`src/rtl/button_conditioner_pkg.sv`:
```
//==============================================================================
// Package : button_conditioner_pkg
// Brief   : Shared defaults and counter-width helper for the button conditioner.
// Rev     : 1.0
//==============================================================================
`default_nettype none

package button_conditioner_pkg;

    localparam int         C_NUM_CH_DEF      = 4;
    localparam int         C_SYNC_STAGES_DEF = 2;
    localparam int         C_STABLE_CNT_DEF  = 4;
    localparam logic [3:0] C_TOGGLE_MASK_DEF = 4'b0010;

    // Bits needed to hold 0..max_val; never narrower than one bit.
    function automatic int CNT_W(input int max_val);
        return (max_val < 1) ? 1 : $clog2(max_val + 1);
    endfunction

endpackage

`default_nettype wire

```
`src/rtl/button_conditioner_if.sv`:
```
//==============================================================================
// Interface : button_conditioner_if
// Brief     : Button inputs, sample strobe and conditioned outputs of all channels.
// Rev       : 1.0
//==============================================================================
`default_nettype none

interface button_conditioner_if #(
    parameter int NUM_CH = 4
);
    logic              tick_i;
    logic [NUM_CH-1:0] btn_in_i;
    logic [NUM_CH-1:0] toggle_clr_i;
    logic [NUM_CH-1:0] level_o;
    logic [NUM_CH-1:0] press_o;
    logic [NUM_CH-1:0] release_o;
    logic [NUM_CH-1:0] toggle_o;

    modport master (
        output tick_i, btn_in_i, toggle_clr_i,
        input  level_o, press_o, release_o, toggle_o
    );

    modport slave (
        input  tick_i, btn_in_i, toggle_clr_i,
        output level_o, press_o, release_o, toggle_o
    );
endinterface

`default_nettype wire

```
`src/rtl/button_conditioner_debounce_channel.sv`:
```
//==============================================================================
// Module : debounce_channel
// Brief  : One button: synchroniser, tick-qualified debounce, edge pulses, toggle.
// Rev    : 1.0
//==============================================================================
`default_nettype none

module debounce_channel
    import button_conditioner_pkg::*;
#(
    parameter int SYNC_STAGES = 2,
    parameter int STABLE_CNT  = 4,
    parameter bit TOGGLE_EN   = 1'b0
) (
    input  wire logic clkDis,
    input  wire logic rst,
    input  wire logic tick_i,
    input  wire logic btn_i,
    input  wire logic toggle_clr_i,
    output logic      level_o,
    output logic      press_o,
    output logic      release_o,
    output logic      toggle_o
);

    localparam int                 C_CNT_W    = CNT_W(STABLE_CNT);
    localparam logic [C_CNT_W-1:0] C_CNT_LAST = C_CNT_W'(STABLE_CNT - 1);

    logic [SYNC_STAGES-1:0] sync_q, sync_d;
    logic [C_CNT_W-1:0]     cnt_q, cnt_d;
    logic                   level_q, level_d;
    logic                   press_q, press_d;
    logic                   release_q, release_d;
    logic                   toggle_q, toggle_d;
    logic                   w_sync;

    assign w_sync = sync_q[SYNC_STAGES-1];

    always_comb begin
        sync_d    = {sync_q[SYNC_STAGES-2:0], btn_i};
        cnt_d     = cnt_q;
        level_d   = level_q;
        press_d   = 1'b0;
        release_d = 1'b0;
        toggle_d  = toggle_q;

        // Any agreeing sample restarts the count, so short glitches never land.
        if (w_sync == level_q) begin
            cnt_d = '0;
        end else if (tick_i) begin
            if (cnt_q == C_CNT_LAST) begin
                cnt_d     = '0;
                level_d   = ~level_q;
                press_d   = ~level_q;
                release_d = level_q;
            end else begin
                cnt_d = cnt_q + C_CNT_W'(1);
            end
        end

        if (!TOGGLE_EN) begin
            toggle_d = 1'b0;
        end else if (toggle_clr_i) begin
            toggle_d = 1'b0;
        end else if (press_d) begin
            toggle_d = ~toggle_q;
        end
    end

    always_ff @(posedge clkDis) begin
        if (rst) begin
            sync_q    <= '0;
            cnt_q     <= '0;
            level_q   <= 1'b0;
            press_q   <= 1'b0;
            release_q <= 1'b0;
            toggle_q  <= 1'b0;
        end else begin
            sync_q    <= sync_d;
            cnt_q     <= cnt_d;
            level_q   <= level_d;
            press_q   <= press_d;
            release_q <= release_d;
            toggle_q  <= toggle_d;
        end
    end

    assign level_o   = level_q;
    assign press_o   = press_q;
    assign release_o = release_q;
    assign toggle_o  = toggle_q;

endmodule

`default_nettype wire

```
`src/rtl/button_conditioner.sv`:
```
//==============================================================================
// Module : button_conditioner
// Brief  : NUM_CH independent debounced push-button channels.
// Rev    : 1.0
//==============================================================================
`default_nettype none

module button_conditioner
    import button_conditioner_pkg::*;
#(
    parameter int                NUM_CH      = C_NUM_CH_DEF,
    parameter int                SYNC_STAGES = C_SYNC_STAGES_DEF,
    parameter int                STABLE_CNT  = C_STABLE_CNT_DEF,
    parameter logic [NUM_CH-1:0] TOGGLE_MASK = NUM_CH'(C_TOGGLE_MASK_DEF)
) (
    input  wire logic          clkDis,
    input  wire logic          rst,
    button_conditioner_if.slave bus
);

    logic [NUM_CH-1:0] w_level;
    logic [NUM_CH-1:0] w_press;
    logic [NUM_CH-1:0] w_release;
    logic [NUM_CH-1:0] w_toggle;

    for (genvar i = 0; i < NUM_CH; i++) begin : g_ch
        debounce_channel #(
            .SYNC_STAGES (SYNC_STAGES),
            .STABLE_CNT  (STABLE_CNT),
            .TOGGLE_EN   (TOGGLE_MASK[i])
        ) u_ch (
            .clkDis       (clkDis),
            .rst          (rst),
            .tick_i       (bus.tick_i),
            .btn_i        (bus.btn_in_i[i]),
            .toggle_clr_i (bus.toggle_clr_i[i]),
            .level_o      (w_level[i]),
            .press_o      (w_press[i]),
            .release_o    (w_release[i]),
            .toggle_o     (w_toggle[i])
        );
    end

    assign bus.level_o   = w_level;
    assign bus.press_o   = w_press;
    assign bus.release_o = w_release;
    assign bus.toggle_o  = w_toggle;

endmodule

`default_nettype wire

```
`src/flat_wrapper.sv`:
```
// flat-port wrapper written by rule: the top's interface ports become plain ports
module button_conditioner_flat import button_conditioner_pkg::*;
#(
    parameter int                NUM_CH      = C_NUM_CH_DEF,
    parameter int                SYNC_STAGES = C_SYNC_STAGES_DEF,
    parameter int                STABLE_CNT  = C_STABLE_CNT_DEF,
    parameter logic [NUM_CH-1:0] TOGGLE_MASK = NUM_CH'(C_TOGGLE_MASK_DEF)
)
  (clkDis, rst, bus_tick_i, bus_btn_in_i, bus_toggle_clr_i, bus_level_o, bus_press_o, bus_release_o, bus_toggle_o);
  button_conditioner_if #(.NUM_CH(NUM_CH)) bus_i ();
  input  wire logic clkDis;
  input  wire logic rst;
  input wire logic [$bits(bus_i.tick_i)-1:0] bus_tick_i;
  input wire logic [$bits(bus_i.btn_in_i)-1:0] bus_btn_in_i;
  input wire logic [$bits(bus_i.toggle_clr_i)-1:0] bus_toggle_clr_i;
  output wire logic [$bits(bus_i.level_o)-1:0] bus_level_o;
  output wire logic [$bits(bus_i.press_o)-1:0] bus_press_o;
  output wire logic [$bits(bus_i.release_o)-1:0] bus_release_o;
  output wire logic [$bits(bus_i.toggle_o)-1:0] bus_toggle_o;
  assign bus_i.tick_i = bus_tick_i;
  assign bus_i.btn_in_i = bus_btn_in_i;
  assign bus_i.toggle_clr_i = bus_toggle_clr_i;
  assign bus_level_o = bus_i.level_o;
  assign bus_press_o = bus_i.press_o;
  assign bus_release_o = bus_i.release_o;
  assign bus_toggle_o = bus_i.toggle_o;
  button_conditioner #(.NUM_CH(NUM_CH), .SYNC_STAGES(SYNC_STAGES), .STABLE_CNT(STABLE_CNT), .TOGGLE_MASK(TOGGLE_MASK)) u_core (.clkDis(clkDis), .rst(rst), .bus(bus_i));
endmodule
```
`config.mk`:
```
export PLATFORM = sky130hd
export DESIGN_NAME = button_conditioner_flat
export DESIGN_NICKNAME = d
export VERILOG_FILES = /design/src/rtl/button_conditioner_pkg.sv /design/src/rtl/button_conditioner_if.sv /design/src/rtl/button_conditioner_debounce_channel.sv /design/src/rtl/button_conditioner.sv /design/src/flat_wrapper.sv
export SDC_FILE = /design/constraint.sdc
export NUM_CORES = 1
export LEC_CHECK = 0
export BUFFER_PORTS_ARGS = -buffer_cell sky130_fd_sc_hd__buf_2
export CAP_MARGIN = 15
export CORE_ASPECT_RATIO = 2
export CORE_MARGIN = 1
export CORE_UTILIZATION = 40
export DETAILED_ROUTE_END_ITERATION = 7
export PLACE_DENSITY = 0.62
export SLEW_MARGIN = 20
export SYNTH_ARGS = -nofsm -noshare
export SYNTH_HDL_FRONTEND = slang
export SYNTH_SLANG_ARGS = --single-unit
```
`constraint.sdc`:
```
create_clock -name clkDis -period 1.5 [get_ports clkDis]
set_clock_uncertainty 0.05 [all_clocks]
set_input_delay 0.3 -clock clkDis [delete_from_list [all_inputs] [get_ports clkDis]]
set_output_delay 0.3 -clock clkDis [all_outputs]
set_load 0.01 [all_outputs]
```
==> impl_metrics.py, run 1 <==
metrics = {
    "global_route": {
        "grt_pass1_wl_um": 3690,
        "antenna_found_initial": 0,
        "grt_overflow": 0,
        "grt_pass1_vias": 880,
        "track_usage": 0.138,
        "grt_max_degree": 17,
    },
    "timing": {
        "rsz0062_at_grt": "no",
        "clock.fmax_mhz": 767,
        "report.final.slew_viol_count": 0,
        "post-route-min-period_ns": 1.30,
        "tns_ns": 0,
        "fin_ws_ns": 0.196,
        "fin_crit_sh": 0.869,
        "hold_viol_final": 0,
        "hold_slack_ns": 0.122,
        "setup-violations-final": 0,
    },
    "die": {
        "rows": 29,
        "start_util": 0.420,
        "die_y_um": 83.9,
        "die_w_um": 42.9,
        "io_pins": 27,
        "dieArea_um2": 3600,
        "core_um2": 3190,
    },
    "worst_setup_path": {
        "critPathArrivalTime_ns": 1.46,
        "slowest_stage": "dfxtp_1",
        "start_kind": "flop",
        "crit_fanout": 3,
        "crit_type": "flop to flop",
        "path_cells": "ha_1 > nand3b_1 > or3_1 > a211oi_2",
        "cpPeakStageDelay_ns": 0.35,
        "worstPathRequired_ns": 1.65,
        "crit_path_end_kind": "flop",
        "path_delay_family": "simple AND/OR/NAND/NOR gates",
        "critPathBufInv": 0,
    },
    "cts": {
        "ctsLongestPathBuffers": 2,
        "post_cts.repair.setup_buffers": 0,
        "cts_sinks": 33,
        "cts.repair.resized": 0,
        "h-tree-depth": 2,
        "clk_pin_slew_ns": 0.06,
        "cts_hold_buf": 0,
        "clock_latency_ns": 0.28,
        "cts_buffers": 5,
        "cts-root-buf": "clkbuf_8",
        "cts_tree": "done",
    },
    "outcome": {
        "status": "completed",
    },
    "finish": {
        "final_util": 0.457,
        "area_growth_pct": 8.77,
        "drive_above_1_share": 0.204,
        "final_cell_count_no_fill": 178,
        "fin_nets": 162,
        "design_area_um2": 1460,
        "diodes": 0,
    },
    "logic_synthesis": {
        "synth_top_area_cell": "dfxtp_1",
        "yosysTopAreaCellShare": 0.493,
        "syn_inst": 135,
        "syn_avg_cell_area_um2": 9.94,
        "yosys.cell_types.count": 24,
        "yosysWarnings": 0,
        "syn_area_um2": 1340,
        "ys_seq_elements": 33,
        "ys_seq_area_frac": 0.493,
        "synthTopCellsByArea": "dfxtp_1, buf_4, nand2b_1, mux2i_1, nor2b_1",
    },
    "power": {
        "peakVddDrop_mv": 0.788,
        "p_per_area_nw_per_um2": 1100,
        "p_leak_nw": 0.626,
        "total_power_mw": 1.60,
    },
    "placed_design": {
        "detailed_place_hpwl_um": 1610,
        "post-place-ws_ns": 0.219,
        "placed_cell_area_um2": 1370,
        "place_congestion": 0.681,
        "dp_cells": 171,
        "io_buffer_count": 20,
    },
    "routing": {
        "ant_nets": 0,
        "vias": 904,
        "routedWlPerCell_um": 11.9,
        "first_pass_iters": 4,
        "drt_iter0_drc": 15,
        "vias_per_cell": 5.08,
        "route.detailed.drc": 0,
        "totalWireLength_um": 2130,
    },
    "min_path": {
        "hp-class": "input pin to flop",
    },
    "job": {
        "drv_cap": 0,
    },
}
[metal layers]
metal / vias up / global-route usage / routed length (µm)
met4: 0 / 0.0909 / 74
met5: - / 0 / 0
li1: 452 / - / -
met1: 424 / 0.124 / 806
met2: 22 / 0.244 / 1140
met3: 6 / 0.0498 / 108
[registers in the layout (all words and copies together) (netlist names)]
name                        count
u_core.g_ch.u_ch.cnt_q         12
u_core.g_ch.u_ch.sync_q         8
u_core.g_ch.u_ch.release_o      4
u_core.g_ch.u_ch.toggle_o       1
u_core.g_ch.u_ch.press_o        4
u_core.g_ch.u_ch.level_o        4
[final cells by class]
type / count / area (µm²)
fillers: 309 / 1730
flip-flops and latches: 33 / 661
multi-input cells: 81 / 539
repair buffers: 23 / 123
clock buffers: 7 / 86.3
well taps: 31 / 38.8
inverters: 3 / 11.3
[logic make-up after synthesis]
group	Yosys count	synth area share
and+or+nand+nor	53	0.233
DFF	33	0.493
buffers and inverters	23	0.111
AOI/OAI and AO/OA	14	0.0709
muxes	7	0.0522
adders and majority gates	4	0.0373
other	1	0.00280
[cell usage after synthesis]
library cell,instances
dfxtp_1,33
buf_4,16
nand2b_1,16
nor2b_1,11
nor3_1,8
mux2i_1,7
nand3b_1,7
nor2_1,6
a21oi_1,5
ha_1,4
a211oi_1,3
a21o_1,3
inv_1,3
buf_2,2
clkbuf_1,2
a211oi_2,1
and3_1,1
conb_1,1
nand2_1,1
nand3_1,1
nor3b_1,1
o21a_1,1
o21ai_1,1
or3_1,1
[power by group]
group          total (mW)  switching [mW]  internal [mW]
clock network       0.647           0.284          0.363
logic              0.0626          0.0351         0.0275
registers           0.894         0.00502          0.889
[worst reg2reg max path, stage by stage, from the launching register on]
cell and delay, ns:
dfxtp_1 0.35, ha_1 0.18, nand3b_1 0.11, or3_1 0.34, a211oi_2 0.20
[final timing paths]
| path | to | startpoint | slack [ns] | depth (start not counted) |
|---|---|---|---|---|
| setup / recovery | u_core.g_ch[1].u_ch.toggle_o$_SDFFE_PP0P_ | u_core.g_ch[1].u_ch.cnt_q[0]$_SDFFE_PP0P_ | 0.20 | 4 |
| hold / removal | u_core.g_ch[1].u_ch.toggle_o$_SDFFE_PP0P_ | bus_toggle_clr_i[1] | 0.12 | 2 |
| setup reg to reg | u_core.g_ch[1].u_ch.toggle_o$_SDFFE_PP0P_ | u_core.g_ch[1].u_ch.cnt_q[0]$_SDFFE_PP0P_ | 0.20 | 4 |
| hold reg to reg | u_core.g_ch[2].u_ch.sync_q[1]$_SDFF_PP0_ | u_core.g_ch[2].u_ch.sync_q[0]$_SDFF_PP0_ | 0.38 | 1 |
[placed cells by master, fill, tap and decap left out, drive strengths merged, types with 3 or more instances in the layout]
master,Yosys,routed
inv,3,3
nor2,6,6
nand3b,7,7
a21oi,5,5
ha,4,4
a21o,3,3
buf,18,23
mux2i,7,7
nor2b,11,11
dfxtp,33,33
clkbuf,2,7
conb,1,3
nor3,8,8
nand2b,16,16
a211oi,4,4
No activity file was read; power rests on OpenSTA's default activity.
==> run 2: changes to the inputs <==
--- a/config.mk
+++ b/config.mk
@@ -6,13 +6,13 @@
 export NUM_CORES = 1
 export LEC_CHECK = 0
 export BUFFER_PORTS_ARGS = -buffer_cell sky130_fd_sc_hd__buf_2
-export CAP_MARGIN = 15
 export CORE_ASPECT_RATIO = 2
 export CORE_MARGIN = 1
 export CORE_UTILIZATION = 40
 export DETAILED_ROUTE_END_ITERATION = 7
-export PLACE_DENSITY = 0.62
+export PLACE_DENSITY = 0.63
 export SLEW_MARGIN = 20
 export SYNTH_ARGS = -nofsm -noshare
 export SYNTH_HDL_FRONTEND = slang
+export SYNTH_HIERARCHICAL = 1
 export SYNTH_SLANG_ARGS = --single-unit
==> impl_metrics.py, run 2 <==
metrics = {
    "logic_synthesis": {
        "yosysMostFrequentCell": "dfxtp_1",
        "ys_seq_area_frac": 0.544,
        "yosysTopAreaCellShare": 0.544,
        "yosysWarnings": 6,
        "synthTopCellsByArea": "dfxtp_1, mux2i_1, nand2b_1, ha_1, nor2b_1",
        "synth_edf_count": 0,
        "ys.flop_type": "dfxtp_1",
        "async_reset_ff_frac": 0,
        "yosys.cell_types.count": 20,
        "synth_top_area_cell": "dfxtp_1",
        "synth_fp_nets": 136,
        "yosys-top-cells-count": "dfxtp_1, nand2b_1, nor2_1",
        "ys_seq_elements": 33,
        "syn_area_um2": 1210,
        "syn_inst": 121,
        "syn_avg_cell_area_um2": 10.0,
    },
    "routing": {
        "vias_per_cell": 4.81,
        "routedWlPerCell_um": 10.9,
        "route.detailed.drc": 0,
        "drt_iter0_drc": 22,
        "first_pass_iters": 3,
        "vias": 856,
        "totalWireLength_um": 1940,
        "ant_nets": 0,
    },
    "die": {
        "die_w_um": 41.0,
        "rows": 28,
        "io_pins": 27,
        "dieArea_um2": 3280,
        "start_util": 0.418,
        "die_y_um": 79.9,
        "core_um2": 2910,
    },
    "timing": {
        "tns_ns": 0,
        "rsz0062_at_grt": "no",
        "hold_slack_ns": 0.148,
        "post-route-min-period_ns": 1.39,
        "clock.fmax_mhz": 720,
        "setup-violations-final": 0,
        "hold_viol_final": 0,
        "fin_crit_sh": 0.926,
        "report.final.slew_viol_count": 0,
        "fin_ws_ns": 0.110,
    },
    "power": {
        "p_per_area_nw_per_um2": 1110,
        "peakVddDrop_mv": 0.742,
        "p_leak_nw": 0.642,
    },
    "finish": {
        "fin_nets": 163,
        "layout_commonest_cell": "dfxtp_1",
        "final_util": 0.496,
        "fillers": 282,
        "top_register": "u_core/g_ch.u_ch/cnt_q",
        "final_cell_count_no_fill": 178,
        "seq_area_um2": 661,
        "diodes": 0,
        "area_growth_pct": 18.6,
        "largestRegisters": "u_core/g_ch.u_ch/cnt_q: 12 flops, u_core/g_ch.u_ch/sync_q: 8 flops",
        "drive_above_1_share": 0.209,
        "multi_input_area_um2": 515,
        "mostFrequentLayoutCells": "dfxtp_1, buf_2, nand2b_1, nor2_1",
        "largest_register_ffs": 12,
    },
    "placed_design": {
        "io_buffer_count": 20,
        "detailed_place_hpwl_um": 1410,
        "dp_cells": 171,
        "place_congestion": 0.772,
        "post-place-ws_ns": 0.116,
    },
    "cts": {
        "post_cts.repair.setup_buffers": 0,
        "cts_sinks": 33,
        "clock_latency_ns": 0.28,
        "h-tree-depth": 2,
        "cts-root-buf": "clkbuf_8",
        "ctsLongestPathBuffers": 2,
        "cts_buffers": 5,
        "cts_tree": "done",
        "clk_pin_slew_ns": 0.06,
    },
    "global_route": {
        "antenna_found_initial": 0,
        "grt_overflow": 0,
        "track_usage": 0.148,
        "grt_pass1_vias": 792,
        "grt_max_degree": 20,
        "grt_pass1_wl_um": 3220,
    },
    "worst_setup_path": {
        "start_kind": "flop",
        "crit_type": "flop to flop",
        "critPathArrivalTime_ns": 1.53,
        "crit_path_end_kind": "flop",
        "worstPathRequired_ns": 1.64,
        "crit_fanout": 3,
    },
    "outcome": {
        "status": "completed",
    },
    "job": {
        "drv_cap": 0,
    },
    "min_path": {
        "hp-class": "input pin to flop",
    },
}
[run 2: metal layers]
metal / share of wire / global-route usage / vias up
met2: 0.51 / 0.231 / 26
li1: - / - / 443
met3: 0.060 / 0.0613 / 6
met5: 0 / 0 / -
met1: 0.40 / 0.146 / 381
met4: 0.032 / 0.100 / 0
[run 2: power by group]
| group | total, mW | switching, mW | internal (mW) |
|---|---|---|---|
| clock network | 0.643 | 0.280 | 0.363 |
| registers | 0.894 | 0.00530 | 0.889 |
| logic | 0.0579 | 0.0312 | 0.0267 |
[run 2: logic make-up after synthesis]
| kind of cell | count (synthesis) | share of synthesized area |
|---|---|---|
| and+or+nand+nor | 53 | 0.238 |
| DFF | 33 | 0.544 |
| AOI/OAI and AO/OA | 9 | 0.0463 |
| muxes | 8 | 0.0659 |
| buffers and inverters | 8 | 0.0340 |
| adders and majority gates | 4 | 0.0412 |
| other | 3 | 0.00927 |
| xor gates and xnor gates | 3 | 0.0216 |
[run 2: timing repair]
item / CTS / global route
hold buffers: 0 / 0
gates resized for setup: 0 / 1
setup endpoints to repair: 0 / 1
[run 2: path summary, 6_finish.rpt]
path	cells past startpoint	slack (ns)	to	from
setup / recovery	4	0.11	u_core/g_ch[1].u_ch/toggle_o$_SDFFE_PP0P_	u_core/g_ch[1].u_ch/cnt_q[0]$_SDFFE_PP0P_
hold / removal	2	0.15	u_core/g_ch[1].u_ch/toggle_o$_SDFFE_PP0P_	bus_toggle_clr_i[1]
setup reg to reg	4	0.11	u_core/g_ch[1].u_ch/toggle_o$_SDFFE_PP0P_	u_core/g_ch[1].u_ch/cnt_q[0]$_SDFFE_PP0P_
hold reg to reg	2	0.39	u_core/g_ch[3].u_ch/cnt_q[2]$_SDFFE_PP0P_	u_core/g_ch[3].u_ch/cnt_q[2]$_SDFFE_PP0P_
[run 2: cell type report]
| class | count | share of cell area |
|---|---|---|
| multi-input cells | 80 | 0.358 |
| inverters | 5 | 0.0130 |
| repair buffers | 23 | 0.0851 |
| well taps | 30 | 0.0260 |
| clock buffers | 7 | 0.0599 |
| flip-flops and latches | 33 | 0.458 |
[run 2: through the flow]
| stage | instance area [µm²] | total power [mW] |
|---|---|---|
| 5_1_grt | 1440 | 1.66 |
| 4_1_cts | 1440 | 1.63 |
| 3_5_place_dp | 1350 | 0.971 |
| 2_1_floorplan | 1210 | 0.946 |
| 6_report | 1440 | 1.59 |
| 3_3_place_gp | 1350 | 0.968 |
[run 2: worst max-delay path, stage by stage (launching register included)]
cell and delay (ns):
dfxtp_1 0.37, ha_2 0.22, nand3b_2 0.09, or3_1 0.32, a211oi_1 0.25
==> run 3: changes to the inputs <==
--- a/config.mk
+++ b/config.mk
@@ -5,12 +5,13 @@
 export SDC_FILE = /design/constraint.sdc
 export NUM_CORES = 1
 export LEC_CHECK = 0
+export ABC_AREA = 1
 export BUFFER_PORTS_ARGS = -buffer_cell sky130_fd_sc_hd__buf_2
 export CORE_ASPECT_RATIO = 2
 export CORE_MARGIN = 1
 export CORE_UTILIZATION = 40
 export DETAILED_ROUTE_END_ITERATION = 7
-export PLACE_DENSITY = 0.63
+export PLACE_DENSITY = 0.62
 export SLEW_MARGIN = 20
 export SYNTH_ARGS = -nofsm -noshare
 export SYNTH_HDL_FRONTEND = slang
==> constraint.sdc (replaced) <==
create_clock -name clkDis -period 1.3 [get_ports clkDis]
set_clock_uncertainty 0.05 [all_clocks]
set_input_delay 0.26 -clock clkDis [delete_from_list [all_inputs] [get_ports clkDis]]
set_output_delay 0.26 -clock clkDis [all_outputs]
set_load 0.01 [all_outputs]
==> impl_metrics.py, run 3 <==
metrics = {
    "min_path": {
        "min_to": "u_core/g_ch[3].u_ch/sync_q[0]$_SDFF_PP0_",
        "min-delay-start": "bus_btn_in_i[3]",
        "hp-class": "input pin to flop",
        "hold_depth": 3,
    },
    "worst_setup_path": {
        "start_kind": "flop",
        "slowest_stage": "dfxtp_1",
        "crit_fanout": 5,
        "r2r_end": "u_core/g_ch[1].u_ch/level_o$_SDFFE_PP0P_",
        "worstPathRequired_ns": 0.99,
        "critPathBufInv": 1,
        "crit_path_end_kind": "output port",
        "path_cells": "buf_2",
        "path_delay_family": "flip-flops",
        "crit_type": "flop to output port",
        "r2r_slack_ns": 0.19,
        "critPathArrivalTime_ns": 0.83,
        "cpPeakStageDelay_ns": 0.39,
        "rr_startpoint": "u_core/g_ch[1].u_ch/cnt_q[0]$_SDFFE_PP0P_",
        "rr_worst_depth": 6,
    },
    "cts": {
        "cts_buffers": 5,
        "h-tree-depth": 2,
        "cts_hold_buf": 0,
        "clock_latency_ns": 0.28,
        "clk_pin_slew_ns": 0.06,
        "post_cts.repair.setup_buffers": 0,
        "cts_sinks": 33,
        "ctsLongestPathBuffers": 2,
        "cts_tree": "done",
        "cts-root-buf": "clkbuf_8",
        "cts.repair.resized": 0,
    },
    "die": {
        "io_pins": 27,
        "start_util": 0.425,
        "die_y_um": 84.9,
        "core_um2": 3230,
        "die_w_um": 43.4,
        "rows": 29,
        "dieArea_um2": 3690,
    },
    "power": {
        "sw_frac_of_total": 0.219,
        "p_int_mw": 1.43,
        "p_comb_frac": 0.045,
        "p_seq_frac": 0.563,
        "p_per_area_nw_per_um2": 1160,
        "p_leak_nw": 0.788,
        "peakVddDrop_mv": 0.818,
        "p_clk_frac": 0.392,
        "power.switching_uw": 401,
    },
    "outcome": {
        "status": "complete, but fails checks",
        "violations": "DRC",
    },
    "routing": {
        "vias": 1087,
        "route.detailed.drc": 4,
        "routedWlPerCell_um": 8.92,
        "totalWireLength_um": 2160,
        "drt_iter0_drc": 16,
        "vias_per_cell": 4.49,
        "first_pass_iters": 6,
        "ant_nets": 0,
    },
    "global_route": {
        "grt_pass1_wl_um": 3860,
        "grt_pass1_vias": 978,
        "grt_max_degree": 16,
        "antenna_found_initial": 0,
        "met3_usage": 0.0447,
        "grt_use_met1": 0.145,
        "track_usage": 0.142,
        "use_met2": 0.238,
        "grt.busiest_layer": "met2",
        "grt_overflow": 0,
    },
    "finish": {
        "fillers": 338,
        "largestRegisters": "u_core/g_ch.u_ch/cnt_q: 12 flops, u_core/g_ch.u_ch/sync_q: 8 flops",
        "layout_commonest_cell": "nand2_1",
        "final_util": 0.489,
        "area_growth_pct": 14.8,
        "largest_register_ffs": 12,
        "top_register": "u_core/g_ch.u_ch/cnt_q",
        "design_area_um2": 1580,
        "mostFrequentLayoutCells": "nand2_1, nor2_1, dfxtp_1",
        "fin_nets": 225,
        "diodes": 0,
        "drive_above_1_share": 0.218,
    },
    "logic_synthesis": {
        "yosysWarnings": 6,
        "yosys-top-cells-count": "nand2_1, nor2_1, dfxtp_1",
        "syn_inst": 185,
        "ys_seq_area_frac": 0.481,
        "synthTopCellsByArea": "dfxtp_1, nand2_1, nor2_1, inv_1, a21oi_2",
        "ys_seq_elements": 33,
        "yosysMostFrequentCell": "nand2_1",
        "syn_area_um2": 1370,
        "syn_avg_cell_area_um2": 7.43,
        "synth_top_area_cell": "dfxtp_1",
        "async_reset_ff_frac": 0,
        "yosys.cell_types.count": 17,
        "yosysTopAreaCellShare": 0.481,
        "synth_fp_nets": 200,
        "synth_edf_count": 0,
        "ys.flop_type": "dfxtp_1",
    },
    "timing": {
        "rsz0062_at_grt": "no",
        "fin_crit_sh": 0.874,
        "report.final.slew_viol_count": 0,
        "clock.fmax_mhz": 880,
        "hold_slack_ns": 0.137,
        "post-route-min-period_ns": 1.14,
        "setup-violations-final": 0,
        "fin_ws_ns": 0.164,
        "hold_viol_final": 0,
        "tns_ns": 0,
    },
    "placed_design": {
        "io_buffer_count": 20,
        "placed_cell_area_um2": 1500,
        "place_congestion": 0.741,
        "detailed_place_hpwl_um": 1600,
        "post-place-ws_ns": 0.186,
    },
    "job": {
        "drv_cap": 0,
    },
}
run 3: cell types whose count changed in the layout (fill, tap and decap cells not counted), sizes merged, moves of 3 or more:
cell	change
a21oi	+5
inv	+27
mux2i	-8
nand2	+45
nand2b	-11
nand3	+8
nand3b	-7
nor2	+28
nor2b	-8
nor3	-7
xor2	-3
run 3: kinds of logic after synthesis:
group,share of synthesized area
AND/OR/NAND/NOR,0.312
buffers and inverters,0.104
flip-flops,0.481
AO/OA/AOI/OAI,0.0583
adder cells (fa/ha/maj),0.0364
other,0.00820
run 3: stage by stage:
stage               cells  total power [mW]
floorplan             185              1.11
global placement      234              1.14
detailed placement    234              1.14
CTS                   242              1.87
global route          242              1.92
finish                242              1.83
run 3: layout make-up:
cell class | count | area (µm²) | area share
tap | 31 | 38.8 | 0.0246
multi-input combinational | 117 | 571 | 0.362
timing repair buffer | 21 | 108 | 0.0682
sequential | 33 | 661 | 0.419
inverter | 32 | 120 | 0.0761
clock buffer | 8 | 80.1 | 0.0508
run 3: per-layer routing:
metal,wire length [µm],vias up
li1,-,588
met1,876,474
met2,1130,20
met4,72,0
met5,0,-
met3,82,5
run 3: worst reg2reg max path, stage by stage, from the launching register on:
cell	delay [ns]
dfxtp_1	0.35
ha_1	0.20
nand2_2	0.08
nor2_4	0.13
nand2_2	0.08
nand2_1	0.07
nand2_1	0.05
run 3: worst max-delay path by stage:
stage | from | endpoint | slack, ns | cells after the start
floorplan | u_core/g_ch[1].u_ch/cnt_q[0]$_SDFFE_PP0P_ | u_core/g_ch[1].u_ch/toggle_o$_SDFFE_PP0P_ | 0.30 | 6
global placement | bus_tick_i | u_core/g_ch[1].u_ch/level_o$_SDFFE_PP0P_ | 0.19 | 6
detailed placement | bus_tick_i | u_core/g_ch[1].u_ch/level_o$_SDFFE_PP0P_ | 0.19 | 6
CTS | u_core/g_ch[2].u_ch/level_o$_SDFFE_PP0P_ | bus_level_o[2] | 0.14 | 1
global route | u_core/g_ch[1].u_ch/cnt_q[0]$_SDFFE_PP0P_ | u_core/g_ch[1].u_ch/level_o$_SDFFE_PP0P_ | 0.09 | 6
finish | u_core/g_ch[2].u_ch/level_o$_SDFFE_PP0P_ | bus_level_o[2] | 0.16 | 1
run 3: power groups by stage:
stage	Sequential (mW)	Clock [mW]	Combinational, mW
4_1_cts	1.03	0.751	0.0845
6_report	1.03	0.719	0.0830
3_5_place_dp	1.06	0	0.0839
3_3_place_gp	1.06	0	0.0835
2_1_floorplan	1.05	0	0.0583
5_1_grt	1.03	0.795	0.0957
